`src/rtl/uart_cmd_rx.sv`:
```
// uart_cmd_rx: oversampling UART receiver with an ASCII command decoder for
// a Bluetooth serial link. Digits '1'.. select a one-hot position and letters
// 'A'.. select a mode index; both selections are held between commands.
// Optional feature macro: UART_RX_PARITY_EN (adds a parity bit after the data
// bits and drives parity_err; otherwise parity_err is tied low).
module uart_cmd_rx #(
  parameter int CLK_HZ     = 50_000_000,
  parameter int BAUD       = 9600,
  parameter int OVS        = 16,
  parameter int DATA_BITS  = 8,
  parameter int N_POS      = 5,
  parameter int N_MODE     = 2,
  parameter int PARITY_ODD = 0,
  localparam int MW        = (N_MODE > 1) ? $clog2(N_MODE) : 1
) (
  input  logic                 clk,
  input  logic                 reset,
  input  logic                 rx,
  output logic [DATA_BITS-1:0] rx_data,
  output logic                 rx_valid,
  output logic                 frame_err,
  output logic                 parity_err,
  output logic                 cmd_valid,
  output logic [N_POS-1:0]     pos_sel,
  output logic [MW-1:0]        mode_sel
);

  localparam int DIV = CLK_HZ / (BAUD * OVS);
  localparam int DW  = (DIV > 1) ? $clog2(DIV) : 1;
  localparam int SW  = $clog2(OVS);
  localparam int BW  = $clog2(DATA_BITS);

  localparam logic [DW-1:0] DIV_LAST = DW'(DIV - 1);
  localparam logic [SW-1:0] SUB_HALF = SW'(OVS / 2 - 1);
  localparam logic [SW-1:0] SUB_LAST = SW'(OVS - 1);
  localparam logic [BW-1:0] BIT_LAST = BW'(DATA_BITS - 1);

  // Elaboration-time parameter range checks
  if (OVS < 8 || (OVS % 2) != 0) begin : g_bad_ovs
    $error("uart_cmd_rx: OVS must be even and >= 8");
  end
  if (DATA_BITS < 7 || DATA_BITS > 8) begin : g_bad_db
    $error("uart_cmd_rx: DATA_BITS must be 7 or 8");
  end
  if (N_POS < 1 || N_POS > 9) begin : g_bad_pos
    $error("uart_cmd_rx: N_POS must be 1..9");
  end
  if (N_MODE < 1 || N_MODE > 26) begin : g_bad_mode
    $error("uart_cmd_rx: N_MODE must be 1..26");
  end
  if (PARITY_ODD != 0 && PARITY_ODD != 1) begin : g_bad_par
    $error("uart_cmd_rx: PARITY_ODD must be 0 or 1");
  end
  if (DIV < 2) begin : g_bad_div
    $error("uart_cmd_rx: CLK_HZ too low for BAUD*OVS");
  end

  typedef enum logic [2:0] {
    S_IDLE,
    S_START,
    S_DATA,
    S_PARITY,
    S_STOP,
    S_BREAK
  } state_t;

  logic                 r_rx_meta;
  logic                 r_rx_s;
  logic [DW-1:0]        r_div;
  logic                 w_tick;

  state_t               r_state;
  state_t               w_state_n;
  logic [SW-1:0]        r_sub;
  logic [SW-1:0]        w_sub_n;
  logic [BW-1:0]        r_bit;
  logic [BW-1:0]        w_bit_n;
  logic [DATA_BITS-1:0] r_shift;
  logic [DATA_BITS-1:0] w_shift_n;
  logic                 w_valid_n;
  logic                 w_ferr_n;

  logic [DATA_BITS-1:0] r_rx_data;
  logic                 r_rx_valid;
  logic                 r_frame_err;

  logic [7:0]           w_byte;
  logic [7:0]           w_pos_k;
  logic [7:0]           w_mode_k;
  logic                 w_pos_hit;
  logic                 w_mode_hit;
  logic [N_POS-1:0]     w_pos_onehot;
  logic                 r_cmd_valid;
  logic [N_POS-1:0]     r_pos_sel;
  logic [MW-1:0]        r_mode_sel;

`ifdef UART_RX_PARITY_EN
  localparam logic PAR_ODD = 1'(PARITY_ODD);
  logic r_par_bad;
  logic w_par_bad_n;
  logic w_perr_n;
  logic r_parity_err;
`endif

  // Two-flop synchroniser for the asynchronous line; idles high out of reset
  always_ff @(posedge clk) begin
    if (reset) begin
      r_rx_meta <= 1'b1;
      r_rx_s    <= 1'b1;
    end else begin
      r_rx_meta <= rx;
      r_rx_s    <= r_rx_meta;
    end
  end

  // Free-running oversample tick divider, cleared only by reset
  always_ff @(posedge clk) begin
    if (reset) begin
      r_div <= '0;
    end else if (r_div == DIV_LAST) begin
      r_div <= '0;
    end else begin
      r_div <= r_div + 1'b1;
    end
  end

  assign w_tick = (r_div == DIV_LAST);

  // Frame FSM state and datapath registers
  always_ff @(posedge clk) begin
    if (reset) begin
      r_state     <= S_IDLE;
      r_sub       <= '0;
      r_bit       <= '0;
      r_shift     <= '0;
      r_rx_data   <= '0;
      r_rx_valid  <= 1'b0;
      r_frame_err <= 1'b0;
    end else begin
      r_state     <= w_state_n;
      r_sub       <= w_sub_n;
      r_bit       <= w_bit_n;
      r_shift     <= w_shift_n;
      r_rx_valid  <= w_valid_n;
      r_frame_err <= w_ferr_n;
      if (w_valid_n) begin
        r_rx_data <= r_shift;
      end
    end
  end

`ifdef UART_RX_PARITY_EN
  // Parity verdict carried from the parity bit to the stop bit
  always_ff @(posedge clk) begin
    if (reset) begin
      r_par_bad    <= 1'b0;
      r_parity_err <= 1'b0;
    end else begin
      r_par_bad    <= w_par_bad_n;
      r_parity_err <= w_perr_n;
    end
  end
`endif

  // Next-state and strobe decode; everything moves only on an oversample tick
  always_comb begin
    w_state_n = r_state;
    w_sub_n   = r_sub;
    w_bit_n   = r_bit;
    w_shift_n = r_shift;
    w_valid_n = 1'b0;
    w_ferr_n  = 1'b0;
`ifdef UART_RX_PARITY_EN
    w_par_bad_n = r_par_bad;
    w_perr_n    = 1'b0;
`endif
    if (w_tick) begin
      case (r_state)
        S_IDLE: begin
          if (!r_rx_s) begin
            w_state_n = S_START;
            w_sub_n   = '0;
          end
        end
        S_START: begin
          if (r_sub == SUB_HALF) begin
            if (r_rx_s) begin
              w_state_n = S_IDLE;
            end else begin
              w_state_n = S_DATA;
              w_sub_n   = '0;
              w_bit_n   = '0;
            end
          end else begin
            w_sub_n = r_sub + 1'b1;
          end
        end
        S_DATA: begin
          if (r_sub == SUB_LAST) begin
            w_shift_n = {r_rx_s, r_shift[DATA_BITS-1:1]};
            w_sub_n   = '0;
            if (r_bit == BIT_LAST) begin
`ifdef UART_RX_PARITY_EN
              w_state_n = S_PARITY;
`else
              w_state_n = S_STOP;
`endif
            end else begin
              w_bit_n = r_bit + 1'b1;
            end
          end else begin
            w_sub_n = r_sub + 1'b1;
          end
        end
        S_PARITY: begin
`ifdef UART_RX_PARITY_EN
          if (r_sub == SUB_LAST) begin
            w_par_bad_n = ((^r_shift) ^ r_rx_s) != PAR_ODD;
            w_state_n   = S_STOP;
            w_sub_n     = '0;
          end else begin
            w_sub_n = r_sub + 1'b1;
          end
`else
          w_state_n = S_IDLE;
`endif
        end
        S_STOP: begin
          if (r_sub == SUB_LAST) begin
            if (r_rx_s) begin
              // A framing error takes precedence, so parity is judged only here
`ifdef UART_RX_PARITY_EN
              if (r_par_bad) begin
                w_perr_n = 1'b1;
              end else begin
                w_valid_n = 1'b1;
              end
`else
              w_valid_n = 1'b1;
`endif
              w_state_n = S_IDLE;
            end else begin
              w_ferr_n  = 1'b1;
              w_state_n = S_BREAK;
            end
          end else begin
            w_sub_n = r_sub + 1'b1;
          end
        end
        S_BREAK: begin
          if (r_rx_s) begin
            w_state_n = S_IDLE;
          end
        end
        default: begin
          w_state_n = S_IDLE;
        end
      endcase
    end
  end

  // Command match on the received byte, zero-extended to 8 bits
  always_comb begin
    w_byte       = 8'(r_rx_data);
    w_pos_k      = w_byte - 8'h31;
    w_mode_k     = w_byte - 8'h41;
    w_pos_hit    = (w_byte >= 8'h31) && (w_pos_k < 8'(N_POS));
    w_mode_hit   = (w_byte >= 8'h41) && (w_mode_k < 8'(N_MODE));
    w_pos_onehot = '0;
    for (int unsigned k = 0; k < N_POS; k++) begin
      w_pos_onehot[k] = (w_pos_k == 8'(k));
    end
  end

  // Apply a recognised command the clock after rx_valid; selections are held
  always_ff @(posedge clk) begin
    if (reset) begin
      r_cmd_valid <= 1'b0;
      r_pos_sel   <= N_POS'(1);
      r_mode_sel  <= '0;
    end else begin
      r_cmd_valid <= 1'b0;
      if (r_rx_valid) begin
        if (w_pos_hit) begin
          r_pos_sel   <= w_pos_onehot;
          r_cmd_valid <= 1'b1;
        end else if (w_mode_hit) begin
          r_mode_sel  <= w_mode_k[MW-1:0];
          r_cmd_valid <= 1'b1;
        end
      end
    end
  end

  assign rx_data   = r_rx_data;
  assign rx_valid  = r_rx_valid;
  assign frame_err = r_frame_err;
  assign cmd_valid = r_cmd_valid;
  assign pos_sel   = r_pos_sel;
  assign mode_sel  = r_mode_sel;
`ifdef UART_RX_PARITY_EN
  assign parity_err = r_parity_err;
`else
  assign parity_err = 1'b0;
`endif

endmodule

```
`config.mk`:
```
export PLATFORM = sky130hd
export DESIGN_NAME = uart_cmd_rx
export DESIGN_NICKNAME = d
export VERILOG_FILES = /design/src/rtl/uart_cmd_rx.sv
export SDC_FILE = /design/constraint.sdc
export NUM_CORES = 1
export LEC_CHECK = 0
export CORE_MARGIN = 4
export CORE_UTILIZATION = 25
export CTS_CLUSTER_SIZE = 8
export DETAILED_ROUTE_END_ITERATION = 10
export SYNTH_ARGS = -nofsm -noshare
export SYNTH_HDL_FRONTEND = slang
export SYNTH_SLANG_ARGS = --single-unit
export TNS_END_PERCENT = 50
```
`constraint.sdc`:
```
create_clock -name clk -period 3.2 [get_ports clk]
set_clock_uncertainty 0.2 [all_clocks]
set_input_delay 0.64 -clock clk [delete_from_list [all_inputs] [get_ports clk]]
set_output_delay 0.64 -clock clk [all_outputs]
set_load 0.02 [all_outputs]
```
== Word-level counts from Yosys, hierarchy flattened ==
Index checks and enable logic that the tools add are counted.

* Input port bits: 3
* Logic and storage cells: 89
* Flip-flop bits (word level): 46
* Output and inout port bits: 18

* Reduce and logical (&&, ||, !) cells: 15
* Order comparisons: 4
* $add $sub $neg: 5
* Bitwise operators: 5
* Multiplexer cells: 26
* Equal/unequal tests: 21

{| class="wikitable"
|+ Operators with widths
! kind !! number
|-
| $mux 3 || 11
|-
| $ne 2x2->1 const B || 9
|-
| $eq 8x2->1 const B || 2
|-
| $mux 4 || 4
|-
| $pmux 4 s4 || 1
|-
| $pmux 3 s5 || 1
|-
| $add 9x1->9 const B || 1
|-
| $eq 3x3->1 const B || 3
|-
| $eq 9x9->1 const B || 1
|-
| $reduce_and 3->1 || 3
|-
| $eq 8x1->1 const B || 1
|-
| $eq 8x3->1 const B || 1
|-
| $ge 8x6->1 const B || 1
|-
| $ge 8x7->1 const B || 1
|-
| $logic_not 8->1 || 1
|-
| $lt 8x2->1 const B || 1
|-
| $lt 8x3->1 const B || 1
|-
| $sub 8x6->8 const B || 1
|-
| $sub 8x7->8 const B || 1
|-
| $mux 1 || 7
|-
| $reduce_and 7->1 || 1
|-
| $pmux 3 s2 || 1
|-
| $reduce_and 6->1 || 1
|-
| $not 1->1 || 5
|-
| other kinds (14) || 16
|}

== Logic depth before layout (Yosys ltp) ==
* Word-level depth: 5
* Gate-level depth with buffers: 7
* Gate-level depth less buffers: 7

== Worst setup path after synthesis ==
OpenSTA, ideal clock, no wires.

* Path type: reg2reg
* From: reg r_rx_data[0], in the netlist rx_data[0]
* To: reg r_mode_sel, in the netlist mode_sel
* Setup time: 0.121 ns
* Arrival: 2.262 ns
* Clock period less this slack: 2.583 ns
* Buffers on the path: 0
* Cell stages (with the launch flop): 7
* Slack: 0.617 ns
* Required time: 2.879 ns
* Cell sequence: dfxtp_1 > inv_1 > ha_1 > nor3b_2 > o31a_1 > or4b_4 > mux2_4

* Elaborated cells on any way between the ends: 10
* Classes of those cells: add/sub: 2; order compare: 4; bitwise: 1; reduce/logical: 3

{| class="wikitable"
|+ RTL lines
! element !! line !! RTL
|-
| from (decl) || 83 || <nowiki>logic [DATA_BITS-1:0] r_rx_data;</nowiki>
|-
| from (signal assigned) || 147 || <nowiki>r_rx_data <= r_shift;</nowiki>
|-
| $sub 8x7->8 (*) || 266 || <nowiki>w_mode_k = w_byte - 8'h41;</nowiki>
|-
| via w_mode_k[0] || 89 || <nowiki>logic [7:0] w_mode_k;</nowiki>
|-
| $lt 8x2->1 || 268 || <nowiki>w_mode_hit = (w_byte >= 8'h41) && (w_mode_k < 8'(N_MODE));</nowiki>
|-
| $logic_and 1x1->1 || 268 ||
|-
| $reduce_and 3->1 (no source line) || -- ||
|-
| to (signal assigned) || 288 || <nowiki>r_mode_sel <= w_mode_k[MW-1:0];</nowiki>
|-
| to (decl) || 95 || <nowiki>logic [MW-1:0] r_mode_sel;</nowiki>
|}

The timed path passes the listed nets; every way through them passes the cells marked *.
A chain may end at the register's enable or synchronous reset.

== Worst setup path after layout ==
Ends and elaborated chain as after synthesis.

==> summary.log <==
[worst_hold_path] classification of the worst-slack hold path reg -> reg
[global_routing] number of global-route vias before repair 1746
[sta] final number of max-transition violations 0
[sta] Final Critical Period 2.664 ns
[die] Core Box Area 0.009284 sq mm
[layout] final layout net count 283
[logic_synthesis] synthesized-area fraction occupied by ao, oa, aoi and oai cells 0.1416
[placement] Placed Cells 391
[sta] final setup violation count 0
[clock_network] insertion delay to the later sink of the worst-skew pair 0.30 ns
[logic_synthesis] count of flip-flops with a built-in enable after synthesis 0
[sta] final-layout worst hold slack 0.2229 ns
[die] starting density of the core 0.2570
[global_routing] total overflow reported by the global router 0
[logic_synthesis] synth unique cells 58
[drt] 1st-pass router iterations 6
[logic_synthesis] total nets after synthesis 269
[global_routing] pin count of the biggest net entering global routing 35
[clock_network] CTS tree built
[drt] wire length per cell after detailed routing 11.82 um
[clock_network] library cell used as clock root buffer sky130_fd_sc_hd__clkbuf_8
[logic_synthesis] average footprint of a synthesized cell 9.357 sq um
[logic_synthesis] Async S/R FF share, synth 0
[sta] final hold violation count 0
[worst_hold_path] start point of the worst min-delay path r_rx_meta$_SDFF_PP1_
[flow_run] number of max-capacitance violations reported 0
[clock_network] hold buffer count at CTS 0
[drt] total number of vias 1796
[global_routing] antenna violations before repair 0
[drt] routed wire length 4.715 mm
[power] standby leakage power 1.213 nW
[critical_path] type of element launching the critical path flip-flop
[placement] sum of net half-perimeters after detailed placement 3.396 mm
[placement] routability cong. 0.7974
[clock_network] total CTS buffers 5
[logic_synthesis] combined area of all synthesized cells 0.002386 sq mm
[global_routing] GRT Resource Usage Total 0.08894
[clock_network] Resize count post-CTS 0
[clock_network] Post-CTS Setup Inserts 0
[sta] unrepaired setup endpoints after global routing false
[clock_network] Sinks on Clock Net 46
[logic_synthesis] dominant combinational cell family by area after synthesis simple AND/OR/NAND/NOR gates
[die] total I/O pin count 21
[layout] diodes inserted 0
[drt] DR DRC count 0
[critical_path] required time of the critical path 3.20 ns
[critical_path] data arrival time at the worst-slack endpoint 2.66 ns
[power] power per cell area 401.8 mW/mm^2
[logic_synthesis] multiplexer area fraction after synthesis 0.09072
[power] worst supply voltage drop on vdd 0.0001728 V
[die] FP Rows 35
[sta] Max transition margin 0.5737
[sta] share of the cycle needed by the critical path after routing 0.8325
[critical_path] Critical R2R Launch rx_data[0]$_SDFFE_PP0P_
[clock_network] clock slew seen by the registers of the worst setup and hold paths 0.09 ns
[critical_path] highest net fanout along the worst path 11
[die] Die X-Extent 105.7 um
[sta] setup tns final 0 ns
[clock_network] Bufs on Longest Clock Path 2
[critical_path] critical path type reg -> reg
[layout] synthesis-to-layout area growth 18.56%
[logic_synthesis] sequential-to-total area share from yosys stat 0.3859
[placement] number of input and output port buffers inserted 19
[logic_synthesis] adder-cell share of the synthesized area 0.05768
[critical_path] sort of element at the end of the critical path flip-flop
[global_routing] global-route wire length before repair 8.280 mm
[drt] post-route antenna net violation count 0
[status] result of the run finished, final reports clean
[logic_synthesis] area share of and/or/nand/nor cells after synthesis 0.2486
[layout] layout cell share with drive strength beyond 1 0.09630
[drt] number of vias per cell 4.501
[layout] Cell Count, Final, Fillers Out 399
[logic_synthesis] Seq cells post-synth 46
[logic_synthesis] xor-xnor portion of the synthesized cell area 0.03671
[sta] slew of the pin with the lowest slew margin 0.6352 ns
[logic_synthesis] warning count from the yosys run 0
[logic_synthesis] flip-flop cell with the highest count after synthesis sky130_fd_sc_hd__dfxtp_1
[logic_synthesis] cell count after synthesis 255
[critical_path] timing startpoint of the critical path rx_data[0]$_SDFFE_PP0P_
[die] floorplan die height 105.7 um
[die] die area 0.01117 sq mm
[clock_network] number of H-tree branching levels 2
[drt] number of design-rule violations left by the first detailed-router iteration 54
[sta] maximum clock frequency 375.4 MHz
==> sequential cells by signal (all words and copies together) (netlist names) <==
register and cells:
mode_sel 1, r_rx_meta 1, r_shift 8, r_state 3, pos_sel 5, r_bit 3, r_div 9, cmd_valid 1
r_sub 4, rx_data 8, rx_valid 1, frame_err 1, r_rx_s 1
==> final timing paths <==
check | slack [ns] | cells after the start | endpoint
worst max-delay path | 0.54 | 5 | mode_sel$_SDFFE_PP0P_
worst min-delay path | 0.22 | 1 | r_rx_s$_SDFF_PP1_
worst min register to register | 0.22 | 1 | r_rx_s$_SDFF_PP1_
worst max register to register | 0.54 | 5 | mode_sel$_SDFFE_PP0P_
==> worst max-delay path, cell delays in order, from the launching register on <==
cell	delay, ns
sky130_fd_sc_hd__dfxtp_1	0.58
sky130_fd_sc_hd__inv_1	0.15
sky130_fd_sc_hd__ha_1	0.32
sky130_fd_sc_hd__o41ai_4	0.48
sky130_fd_sc_hd__or4b_4	0.53
sky130_fd_sc_hd__mux2_4	0.30
==> cell usage after synthesis (2+ instances only) <==
cell / instances / area share
sky130_fd_sc_hd__o31a_1: 2 / 0.0073
sky130_fd_sc_hd__xor2_1: 8 / 0.029
sky130_fd_sc_hd__xnor2_1: 2 / 0.0073
sky130_fd_sc_hd__nand4_4: 2 / 0.018
sky130_fd_sc_hd__a41o_1: 4 / 0.017
sky130_fd_sc_hd__nand3_1: 7 / 0.015
sky130_fd_sc_hd__nor2_1: 35 / 0.055
sky130_fd_sc_hd__nor2b_1: 3 / 0.0079
sky130_fd_sc_hd__nand4_1: 2 / 0.0052
sky130_fd_sc_hd__nor4_1: 2 / 0.0052
sky130_fd_sc_hd__and2_1: 2 / 0.0052
sky130_fd_sc_hd__or4b_4: 2 / 0.012
sky130_fd_sc_hd__buf_2: 2 / 0.0042
sky130_fd_sc_hd__inv_1: 8 / 0.013
sky130_fd_sc_hd__a21oi_1: 7 / 0.015
sky130_fd_sc_hd__nand3b_1: 4 / 0.013
sky130_fd_sc_hd__nand2_1: 23 / 0.036
sky130_fd_sc_hd__dfxtp_1: 46 / 0.39
sky130_fd_sc_hd__clkbuf_1: 9 / 0.014
sky130_fd_sc_hd__nor3_1: 4 / 0.0084
sky130_fd_sc_hd__buf_4: 2 / 0.0063
sky130_fd_sc_hd__o211ai_1: 3 / 0.0094
sky130_fd_sc_hd__or3b_2: 2 / 0.0073
sky130_fd_sc_hd__ha_1: 11 / 0.058
sky130_fd_sc_hd__and3_1: 2 / 0.0052
sky130_fd_sc_hd__mux2i_1: 19 / 0.080
sky130_fd_sc_hd__o32ai_1: 2 / 0.0073
sky130_fd_sc_hd__nand2b_1: 3 / 0.0079
sky130_fd_sc_hd__o211a_1: 4 / 0.017
sky130_fd_sc_hd__or2_2: 3 / 0.0079
sky130_fd_sc_hd__o21ai_1: 3 / 0.0063
==> kinds of logic after synthesis <==
| logic type | count (synthesis) |
|---|---|
| and+or+nand+nor | 105 |
| AOI/OAI and AO/OA | 40 |
| other | 1 |
| adders and majority gates | 11 |
| xor gates and xnor gates | 10 |
| DFF | 46 |
| buffers and inverters | 21 |
| muxes | 21 |
==> through the flow <==
step | utilization | setup WS [ns] | area, sq um | power [mW]
6_report | 0.3047 | 0.5360 | 2829 | 1.137
5_1_grt | 0.3047 | 0.3785 | 2829 | 1.177
4_1_cts | 0.3047 | 0.5345 | 2829 | 1.153
3_5_place_dp | 0.2894 | 0.5507 | 2686 | 0.6240
3_3_place_gp | 0.2894 | 0.6456 | 2686 | 0.6231
2_1_floorplan | - | 0.6167 | 2386 | 0.6155
==> layout make-up <==
cell class              count  area, sq um
fillers                  1005         6455
clock inverters             2        60.06
clock buffers               6        82.58
repair buffers             20        197.7
well taps                 129        161.4
multi-input cells         188         1376
inverters                   8        30.03
flip-flops and latches     46        920.9
==> report_power, final <==
group	switching [mW]	internal [mW]	total, mW
clock	0.194	0.333	0.527
combinational	0.0183	0.00917	0.0275
sequential	0.00637	0.576	0.583
total	0.218	0.918	1.14
==> routing by layer <==
layer	wire length (um)	share of wire	track usage
met2	2034	0.43	0.1380
met5	0	0	0
met3	195	0.041	0.02449
met1	2397	0.51	0.1185
met4	87	0.018	0.03053
==> layout by cell type, fill, tap and decap left out, types with 2 or more instances in the layout <==
master,Yosys,routed
sky130_fd_sc_hd__o21ai_1,3,3
sky130_fd_sc_hd__xor2_1,8,8
sky130_fd_sc_hd__nor3_1,4,4
sky130_fd_sc_hd__o211ai_1,3,3
sky130_fd_sc_hd__nand3b_1,4,4
sky130_fd_sc_hd__o32ai_1,2,2
sky130_fd_sc_hd__ha_1,11,11
sky130_fd_sc_hd__o31a_1,2,2
sky130_fd_sc_hd__dfxtp_1,46,46
sky130_fd_sc_hd__or3b_2,2,2
sky130_fd_sc_hd__bufinv_16,0,2
sky130_fd_sc_hd__a41o_1,4,4
sky130_fd_sc_hd__nand2_1,23,23
sky130_fd_sc_hd__o211a_1,4,4
sky130_fd_sc_hd__nor2b_1,3,3
sky130_fd_sc_hd__mux2i_1,19,19
sky130_fd_sc_hd__nand4_1,2,2
sky130_fd_sc_hd__nand3_1,7,7
sky130_fd_sc_hd__nor2_1,35,35
sky130_fd_sc_hd__clkdlybuf4s50_1,0,19
sky130_fd_sc_hd__nand2b_1,3,3
sky130_fd_sc_hd__xnor2_1,2,2
sky130_fd_sc_hd__nor4_1,2,2
sky130_fd_sc_hd__a21oi_1,7,7
sky130_fd_sc_hd__and2_1,2,2
sky130_fd_sc_hd__and3_1,2,2
sky130_fd_sc_hd__inv_1,8,8
sky130_fd_sc_hd__or2_2,3,3
sky130_fd_sc_hd__or4b_4,2,2
sky130_fd_sc_hd__nand4_4,2,2
sky130_fd_sc_hd__clkbuf_8,0,6
Power figures use the tool's default switching activity.
